--- config.mk ---
export PLATFORM = sky130hd
export DESIGN_NAME = hood_mode_ctrl_flat
export DESIGN_NICKNAME = d
export VERILOG_FILES = /design/src/rtl/hood_mode_ctrl_if.sv /design/src/rtl/hood_mode_ctrl.sv /design/src/flat_wrapper.sv
export SDC_FILE = /design/constraint.sdc
export NUM_CORES = 1
export LEC_CHECK = 0
export CELL_PAD_IN_SITES_DETAIL_PLACEMENT = 1
export CELL_PAD_IN_SITES_GLOBAL_PLACEMENT = 2
export CORE_UTILIZATION = 31
export CTS_BUF_LIST = sky130_fd_sc_hd__clkbuf_4 sky130_fd_sc_hd__clkbuf_8
export CTS_CLUSTER_SIZE = 10
export DETAILED_ROUTE_END_ITERATION = 16
export PLACE_DENSITY = 0.81
export SLEW_MARGIN = 20
export SYNTH_ARGS = -nofsm -noshare
export SYNTH_HDL_FRONTEND = slang
export SYNTH_SLANG_ARGS = --single-unit
--- constraint.sdc ---
create_clock -name clk -period 2.5 [get_ports clk]
set_clock_uncertainty 0.2 [all_clocks]
set_input_delay 0.375 -clock clk [delete_from_list [all_inputs] [get_ports clk]]
set_output_delay 0.375 -clock clk [all_outputs]
set_load 0.01 [all_outputs]
--- src/rtl/hood_mode_ctrl_if.sv ---
// Button pulses into the hood mode sequencer and its registered mode outputs.
// The master drives the buttons; the slave is the sequencer.
interface hood_mode_ctrl_if;
    logic       btn_power;
    logic       btn_menu;
    logic       btn_level1;
    logic       btn_level2;
    logic       btn_level3;
    logic       btn_clean;
    logic [1:0] state;
    logic       power_on;
    logic [1:0] fan_level;
    logic [7:0] countdown;
    logic       level3_used;
    logic       clean_done;

    modport master (
        output btn_power, btn_menu, btn_level1, btn_level2, btn_level3, btn_clean,
        input  state, power_on, fan_level, countdown, level3_used, clean_done
    );

    modport slave (
        input  btn_power, btn_menu, btn_level1, btn_level2, btn_level3, btn_clean,
        output state, power_on, fan_level, countdown, level3_used, clean_done
    );
endinterface

--- src/rtl/hood_mode_ctrl.sv ---
// Range-hood mode sequencer: off/standby/extract 1-3/timed return/timed self-clean.
// One-cycle latency from button pulse to registered outputs; no backpressure, pulses are never queued.
module hood_mode_ctrl #(
    parameter int unsigned TICKS_PER_SEC = 100,
    parameter int unsigned HURRICANE_SEC = 60,
    parameter int unsigned RETURN_SEC    = 60,
    parameter int unsigned CLEAN_SEC     = 180
) (
    input  logic             clk,
    input  logic             reset,
    hood_mode_ctrl_if.slave  bus
);

    // Low two bits of each encoding are the reported state code.
    typedef enum logic [2:0] {
        S_OFF     = 3'b000,
        S_STANDBY = 3'b010,
        S_EXTRACT = 3'b001,
        S_RETURN  = 3'b101,
        S_CLEAN   = 3'b011
    } state_t;

    typedef enum logic [2:0] {
        EV_NONE, EV_POWER, EV_MENU, EV_L1, EV_L2, EV_L3, EV_CLEAN
    } ev_t;

    localparam logic [15:0] TICK_LAST = 16'(TICKS_PER_SEC - 1);
    localparam logic [7:0]  HURR_LD   = 8'(HURRICANE_SEC);
    localparam logic [7:0]  RET_LD    = 8'(RETURN_SEC);
    localparam logic [7:0]  CLEAN_LD  = 8'(CLEAN_SEC);

    state_t      st;
    ev_t         ev;
    logic [15:0] presc;
    logic [7:0]  cnt;
    logic [1:0]  fan;
    logic        used;
    logic        pwr;
    logic        done;
    logic        tick;
    logic        expire;

    always_comb begin
        ev = EV_NONE;
        if      (bus.btn_power)  ev = EV_POWER;
        else if (bus.btn_menu)   ev = EV_MENU;
        else if (bus.btn_level1) ev = EV_L1;
        else if (bus.btn_level2) ev = EV_L2;
        else if (bus.btn_level3) ev = EV_L3;
        else if (bus.btn_clean)  ev = EV_CLEAN;
    end

    // A nonzero countdown is exactly the set of timed phases.
    assign tick   = (cnt != 8'd0) && (presc == TICK_LAST);
    assign expire = tick && (cnt == 8'd1);

    always_ff @(posedge clk) begin
        if (!reset) begin
            st    <= S_OFF;
            pwr   <= 1'b0;
            fan   <= 2'd0;
            cnt   <= 8'd0;
            used  <= 1'b0;
            done  <= 1'b0;
            presc <= 16'd0;
        end else begin
            done <= 1'b0;
            if (ev == EV_POWER) begin
                if (st == S_OFF) begin
                    st  <= S_STANDBY;
                    pwr <= 1'b1;
                end else begin
                    st    <= S_OFF;
                    pwr   <= 1'b0;
                    fan   <= 2'd0;
                    cnt   <= 8'd0;
                    used  <= 1'b0;
                    presc <= 16'd0;
                end
            end else if (expire) begin
                cnt   <= 8'd0;
                presc <= 16'd0;
                case (st)
                    S_EXTRACT: fan <= 2'd2;
                    S_RETURN: begin
                        st  <= S_STANDBY;
                        fan <= 2'd0;
                    end
                    S_CLEAN: begin
                        st   <= S_STANDBY;
                        done <= 1'b1;
                    end
                    default: ;
                endcase
            end else begin
                if (tick) begin
                    cnt   <= cnt - 8'd1;
                    presc <= 16'd0;
                end else if (cnt != 8'd0) begin
                    presc <= presc + 16'd1;
                end
                // Standby has fan 0, so only extraction at level 3 takes the else branch.
                if ((st == S_STANDBY || st == S_EXTRACT) && fan != 2'd3) begin
                    case (ev)
                        EV_L1: begin
                            st  <= S_EXTRACT;
                            fan <= 2'd1;
                        end
                        EV_L2: begin
                            st  <= S_EXTRACT;
                            fan <= 2'd2;
                        end
                        EV_L3: if (!used) begin
                            st    <= S_EXTRACT;
                            fan   <= 2'd3;
                            used  <= 1'b1;
                            cnt   <= HURR_LD;
                            presc <= 16'd0;
                        end
                        EV_MENU: if (st == S_EXTRACT) begin
                            st  <= S_STANDBY;
                            fan <= 2'd0;
                        end
                        EV_CLEAN: if (st == S_STANDBY) begin
                            st    <= S_CLEAN;
                            fan   <= 2'd0;
                            cnt   <= CLEAN_LD;
                            presc <= 16'd0;
                        end
                        default: ;
                    endcase
                end else if (st == S_EXTRACT && ev == EV_MENU) begin
                    st    <= S_RETURN;
                    cnt   <= RET_LD;
                    presc <= 16'd0;
                end
            end
        end
    end

    assign bus.state       = st[1:0];
    assign bus.power_on    = pwr;
    assign bus.fan_level   = fan;
    assign bus.countdown   = cnt;
    assign bus.level3_used = used;
    assign bus.clean_done  = done;

endmodule
--- src/flat_wrapper.sv ---
// flat-port wrapper written by rule: the top's interface ports become plain ports
module hood_mode_ctrl_flat 
#(
    parameter int unsigned TICKS_PER_SEC = 100,
    parameter int unsigned HURRICANE_SEC = 60,
    parameter int unsigned RETURN_SEC    = 60,
    parameter int unsigned CLEAN_SEC     = 180
)
  (clk, reset, bus_btn_power, bus_btn_menu, bus_btn_level1, bus_btn_level2, bus_btn_level3, bus_btn_clean, bus_state, bus_power_on, bus_fan_level, bus_countdown, bus_level3_used, bus_clean_done);
  hood_mode_ctrl_if bus_i ();
  input  logic clk;
  input  logic reset;
  input wire logic [$bits(bus_i.btn_power)-1:0] bus_btn_power;
  input wire logic [$bits(bus_i.btn_menu)-1:0] bus_btn_menu;
  input wire logic [$bits(bus_i.btn_level1)-1:0] bus_btn_level1;
  input wire logic [$bits(bus_i.btn_level2)-1:0] bus_btn_level2;
  input wire logic [$bits(bus_i.btn_level3)-1:0] bus_btn_level3;
  input wire logic [$bits(bus_i.btn_clean)-1:0] bus_btn_clean;
  output wire logic [$bits(bus_i.state)-1:0] bus_state;
  output wire logic [$bits(bus_i.power_on)-1:0] bus_power_on;
  output wire logic [$bits(bus_i.fan_level)-1:0] bus_fan_level;
  output wire logic [$bits(bus_i.countdown)-1:0] bus_countdown;
  output wire logic [$bits(bus_i.level3_used)-1:0] bus_level3_used;
  output wire logic [$bits(bus_i.clean_done)-1:0] bus_clean_done;
  assign bus_i.btn_power = bus_btn_power;
  assign bus_i.btn_menu = bus_btn_menu;
  assign bus_i.btn_level1 = bus_btn_level1;
  assign bus_i.btn_level2 = bus_btn_level2;
  assign bus_i.btn_level3 = bus_btn_level3;
  assign bus_i.btn_clean = bus_btn_clean;
  assign bus_state = bus_i.state;
  assign bus_power_on = bus_i.power_on;
  assign bus_fan_level = bus_i.fan_level;
  assign bus_countdown = bus_i.countdown;
  assign bus_level3_used = bus_i.level3_used;
  assign bus_clean_done = bus_i.clean_done;
  hood_mode_ctrl #(.TICKS_PER_SEC(TICKS_PER_SEC), .HURRICANE_SEC(HURRICANE_SEC), .RETURN_SEC(RETURN_SEC), .CLEAN_SEC(CLEAN_SEC)) u_core (.clk(clk), .reset(reset), .bus(bus_i));
endmodule
Word level (Yosys, flattened, before mapping)
Cells that the tools add are included.
{ "op_classes": {"addsub": 2, "eq_ne": 24, "n_mux": 51, "bitwise": 2, "reduce_logical": 18} }
{ "op_table": {"columns": ["cell", "count"], "rows": [
  ["16-bit two-way mux", 9],
  ["8-bit two-way mux", 8],
  ["3-bit two-way mux", 14],
  ["16-bit case mux with 2 select lines", 1],
  ["16-bit by 1-bit adder with 16-bit output, second input constant", 1],
  ["16-bit by 7-bit equality test with 1-bit output, second input constant", 1],
  ["2-bit two-way mux", 8],
  ["8-bit case mux with 2 select lines", 1],
  ["3-bit by 2-bit equality test with 1-bit output, second input constant", 4],
  ["3-bit equality test, second input constant", 4],
  ["3-bit case mux with 4 select lines", 1],
  ["5-bit by 2-bit inequality test with 1-bit output, second input constant", 2],
  ["2-bit case mux with 5 select lines", 1],
  ["8-bit by 1-bit equality test with 1-bit output, second input constant", 1],
  ["4-bit by 1-bit inequality test with 1-bit output, second input constant", 2],
  ["4-bit inequality test, second input constant", 2],
  ["8-bit nonzero test", 1],
  ["8-bit by 1-bit subtractor with 8-bit output, second input constant", 1],
  ["1-bit two-way mux", 7],
  ["7-bit by 5-bit inequality test with 1-bit output, second input constant", 1],
  ["7-bit AND reduction", 1],
  ["7-bit nonzero test", 1],
  ["3-bit by 1-bit equality test with 1-bit output, second input constant", 2],
  ["2-bit inequality test, second input constant", 3],
  ["14 further kinds", 20]
]} }
{ "word_totals": {"reg_bits": 32, "in_bits": 8, "output_inout_bits": 15, "wordCells": 104} }

Longest topological paths before layout
{ "depth": {"word_depth": 12, "depth_mapped": 10, "ltp_nobuf": 8} }

Worst setup path after synthesis
No wires, ideal clock.
{ "synth_path": {"path_type": "register to register", "start": "register u_core.presc[2]", "end": "register u_core.cnt[0] (netlist: u_core.bus.countdown[0])", "t_arrival_ns": 2.195, "required_ns": 2.170, "slack_ns": -0.025, "stages_incl_launch_ff": 10, "synth_period_minus_slack_ns": 2.525, "path_cell_list": "dfxtp_1 or4_1 or4_1 buf_2 o21ai_4 nor3b_2 buf_6 buf_6 o21ai_2 o31ai_1"} }
{ "synth_between": {"elab_chain_cells": 8} }
{ "synth_lines": {"columns": ["item", "line", "rtl"], "rows": [
  ["start: declaration", "hood_mode_ctrl.sv:34", "logic [15:0] presc;"],
  ["start signal: assignment", "hood_mode_ctrl.sv:100", "presc <= presc + 16'd1;"],
  ["16-bit by 7-bit equality test with 1-bit output (*)", "hood_mode_ctrl.sv:54", "assign tick = (cnt != 8'd0) && (presc == TICK_LAST);"],
  ["1-bit logical AND (*)", "hood_mode_ctrl.sv:54", null],
  ["8-bit two-way mux", "hood_mode_ctrl.sv:96", "if (tick) begin"],
  ["8-bit two-way mux, on equally long branches", "hood_mode_ctrl.sv:124, hood_mode_ctrl.sv:113", null],
  ["8-bit case mux with 2 select lines", "hood_mode_ctrl.sv:104", "case (ev)"],
  ["8-bit two-way mux", "hood_mode_ctrl.sv:103", "if ((st == S_STANDBY || st == S_EXTRACT) && fan != 2'd3) begin"],
  ["8-bit two-way mux (*)", "hood_mode_ctrl.sv:80", "end else if (expire) begin"],
  ["8-bit two-way mux (*)", "hood_mode_ctrl.sv:68", "if (ev == EV_POWER) begin"],
  ["end signal: assignment", "hood_mode_ctrl.sv:97", "cnt <= cnt - 8'd1;"],
  ["end: declaration", "hood_mode_ctrl.sv:35", "logic [7:0] cnt;"]
]} }
Every way passes the cells marked *; elsewhere a longest branch is shown, timed or not.
A chain may end at the register's enable or synchronous reset.

Worst setup path in the final report
{ "layout_path": {"start": "register u_core.presc[11]", "end": "register u_core.cnt[7] (netlist: u_core.bus.countdown[7])"} }
The elaborated chain is that of the path after synthesis.

==> reports/qor.yml <==
placed_design:
  port_buffers: 22
  dpl-instance-area_um2: 2840
  dp_hpwl_um: 5660
  dpl_worst_slack_ns: -0.152
  place_congestion: 0.855
  dpl.cell_count: 437
cells_and_area:
  n_fill_cell: 837
  antennaDiodeCount: 0
  layout-drive-gt1-share: 0.259
  nNetsFinal: 361
  design_area_um2: 3090
  regArea_um2: 648
  post-route-util: 0.452
  final_cells: 447
  multi_input_area_um2: 1510
  area_delta_synth_final_pct: 40.6
clock_tree:
  cts_setup_buffers: 0
  cts_inserted_buffers: 5
  clock_path_buffers: 2
  insertion_delay_ns: 0.29
  htreeDepth: 2
  clkTransAtPathRegs_ns: 0.08
  tritoncts: "done"
  cts_num_sinks: 32
  clock-root-buffer: "clkbuf_8"
floorplanning:
  die_y_um: 86.2
  num_rows: 30
  fp.dieW_um: 86.2
  core_area_um2: 6830
  dieArea_um2: 7420
  ios: 23
  initial_core_util: 0.321
grt:
  antenna_found_initial: 0
  grtUsageTotal: 0.209
  grt_max_degree: 16
  grt_overflow_total: 0
  grt_pass1_vias: 2405
  grt_pass1_wl_um: 12000
logic_synthesis:
  synth.ff_latch_count: 32
  yosysWarningCount: 0
  synth_fp_nets: 300
  synth-edff-count: 0
  synth_flop_cell: "dfxtp_1"
  netlist.area_leader.share: 0.292
  synth-seq-area-share: 0.292
  yosys-top-cells-area: "dfxtp_1 29%, nand2_1 4.8%, a21oi_1 3.9%, nand3_1 3.6%, nor2_1 3.6%"
  synth_top_cell_by_area: "dfxtp_1"
  yosysUniqueCellTypes: 55
  async_flop_share: 0
  synth_area_um2: 2200
  synthCells: 289
  synth.avg_cell_area_um2: 7.60
timing:
  fmax_mhz: 398
  setup_slack_ns: -0.0145
  finalMaxSlewViolations: 0
  setup_viol: 1
  period_minus_slack_ns: 2.51
  worst-slew-pin-transition_ns: 0.523
  period_share: 1.01
  relSlewSlack: 0.650
  rsz0062_at_grt: "yes"
  whs_ns: 0.309
  tns_ns: -0.0145
  hold_viol_final: 0
setup_path:
  reg2reg_slack_ns: -0.01
  required_ns: 2.53
  cp-start-kind: "flop"
  rr_endpoint: "u_core.bus.countdown[7]$_SDFFE_PN0N_"
  path_class: "reg -> reg"
  r2r_cells: 7
  end_kind: "flop"
  cp.arrival_ns: 2.54
  cp_max_fo: 4
  rr_startpoint: "u_core.presc[11]$_SDFFE_PN0N_"
pwr:
  internal_power_mw: 0.975
  p_per_area_nw_per_um2: 431
  power_frac_seq: 0.398
  comb_power_share: 0.173
  clkPwrFrac: 0.429
  vdd_drop_max_uv: 253
  p_leak_nw: 1.20
  switchingPower_mw: 0.354
  power.total_mw: 1.33
  sw_frac_of_total: 0.266
route:
  ant_nets: 0
  drtIter0Drc: 75
  first_pass_iters: 4
  routed_wirelength_um: 7480
  post-route-drc-count: 0
  via_per_inst: 5.48
  wl_per_cell_um: 16.7
  vias: 2450
job:
  cap_violations: 0
run_status:
  violations: "setup timing"
  outcome: "finished, violations left"
worst_hold_path:
  hp-start: "u_core.bus.fan_level[0]$_SDFFE_PN0P_"
  holdPathStages: 2
  min_path_type: "reg -> reg"
  hold-path-endpoint: "u_core.bus.fan_level[0]$_SDFFE_PN0P_"
-- how the worst max path moves through the flow --
stage                                              from                                    to  slack [ns]  cells past startpoint
after floorplan            u_core.presc[3]$_SDFFE_PN0N_  u_core.bus.countdown[0]$_SDFFE_PN0N_     -0.0001                      9
after global placement                    bus_btn_power         u_core.presc[15]$_SDFFE_PN0N_       -0.09                      9
after detailed placement                   bus_btn_menu             u_core.st[0]$_SDFFE_PN0P_       -0.15                      8
after CTS                 u_core.presc[15]$_SDFFE_PN0N_  u_core.bus.countdown[7]$_SDFFE_PN0N_       0.004                      7
after global routing      u_core.presc[11]$_SDFFE_PN0N_  u_core.bus.countdown[7]$_SDFFE_PN0N_        -0.1                      7
final                     u_core.presc[11]$_SDFFE_PN0N_  u_core.bus.countdown[7]$_SDFFE_PN0N_       -0.01                      7
-- routing by layer --
| layer | share of wire | track usage | up-vias |
|---|---|---|---|
| met5 | 0 | 0 | - |
| met4 | 0.0051 | 0.0530 | 0 |
| met3 | 0.022 | 0.0346 | 2 |
| met2 | 0.50 | 0.368 | 24 |
| met1 | 0.47 | 0.263 | 1220 |
| li1 | - | - | 1204 |
-- critical path, stage by stage (launching register included) --
cell	delay, ns
dfxtp_2	0.32
or4_4	0.54
or4_4	0.59
buf_6	0.16
nor4_4	0.28
and4_1	0.22
nor3_1	0.04
o21ai_1	0.11
-- power by group through the flow --
stage	Sequential [mW]	Combinational [mW]	Clock [mW]
after global placement	0.540	0.220	0
final	0.529	0.230	0.571
after floorplan	0.536	0.126	0
after global routing	0.530	0.249	0.600
after detailed placement	0.540	0.222	0
after CTS	0.528	0.225	0.583
-- final cells by class --
| class | instances | area share |
|---|---|---|
| multi-input cells | 228 | 0.489 |
| inverters | 9 | 0.0109 |
| clock inverters | 1 | 0.00973 |
| repair buffers | 74 | 0.210 |
| flip-flops and latches | 32 | 0.210 |
| clock buffers | 7 | 0.0312 |
| well taps | 96 | 0.0389 |
-- sequential cells by signal, indices dropped and copies added (netlist names) --
name	count
u_core.presc	16
u_core.bus.countdown	8
u_core.st	3
u_core.bus.fan_level	2
u_core.bus.clean_done	1
u_core.bus.level3_used	1
u_core.bus.power_on	1
-- Yosys cell counts, types with 4 or more instances --
library cell  instances
dfxtp_1              32
nand2_1              28
nor2_1               21
a21oi_1              17
nand3_1              16
clkbuf_1             13
a31oi_1              12
o21ai_0              12
nor3_1               10
and3_1                9
inv_1                 9
nor2b_1               8
o21ai_1               7
or4_1                 6
mux2i_1               5
o21a_1                5
a21boi_0              4
and4_1                4
nand3b_1              4
nand4_1               4
o31ai_1               4
or3_1                 4
-- cells in the final DEF, fill, tap and decap left out, drive strengths merged, types with 6 or more instances in the layout --
cell            n
buf            52
dfxtp          32
nand2          28
clkdlybuf4s50  22
o21ai          22
nor2           21
a21oi          17
nand3          16
a31oi          12
nor3           11
inv             9
and3            9
nor2b           8
clkbuf          7
or4             6
-- logic make-up after synthesis --
| family | synth area share |
|---|---|
| adder cells (fa/ha/maj) | 0.0171 |
| AO/OA/AOI/OAI | 0.256 |
| XOR/XNOR | 0.0120 |
| buffers and inverters | 0.0615 |
| flip-flops | 0.292 |
| AND/OR/NAND/NOR | 0.338 |
| multiplexers | 0.0228 |
-- repair_timing --
action                     CTS  global route
gates cloned                 0             2
pin swaps                    2            13
hold buffers                 0             0
setup endpoints to repair   13            20
gates resized for setup      5            23
No activity file was read; power rests on OpenSTA's default activity.
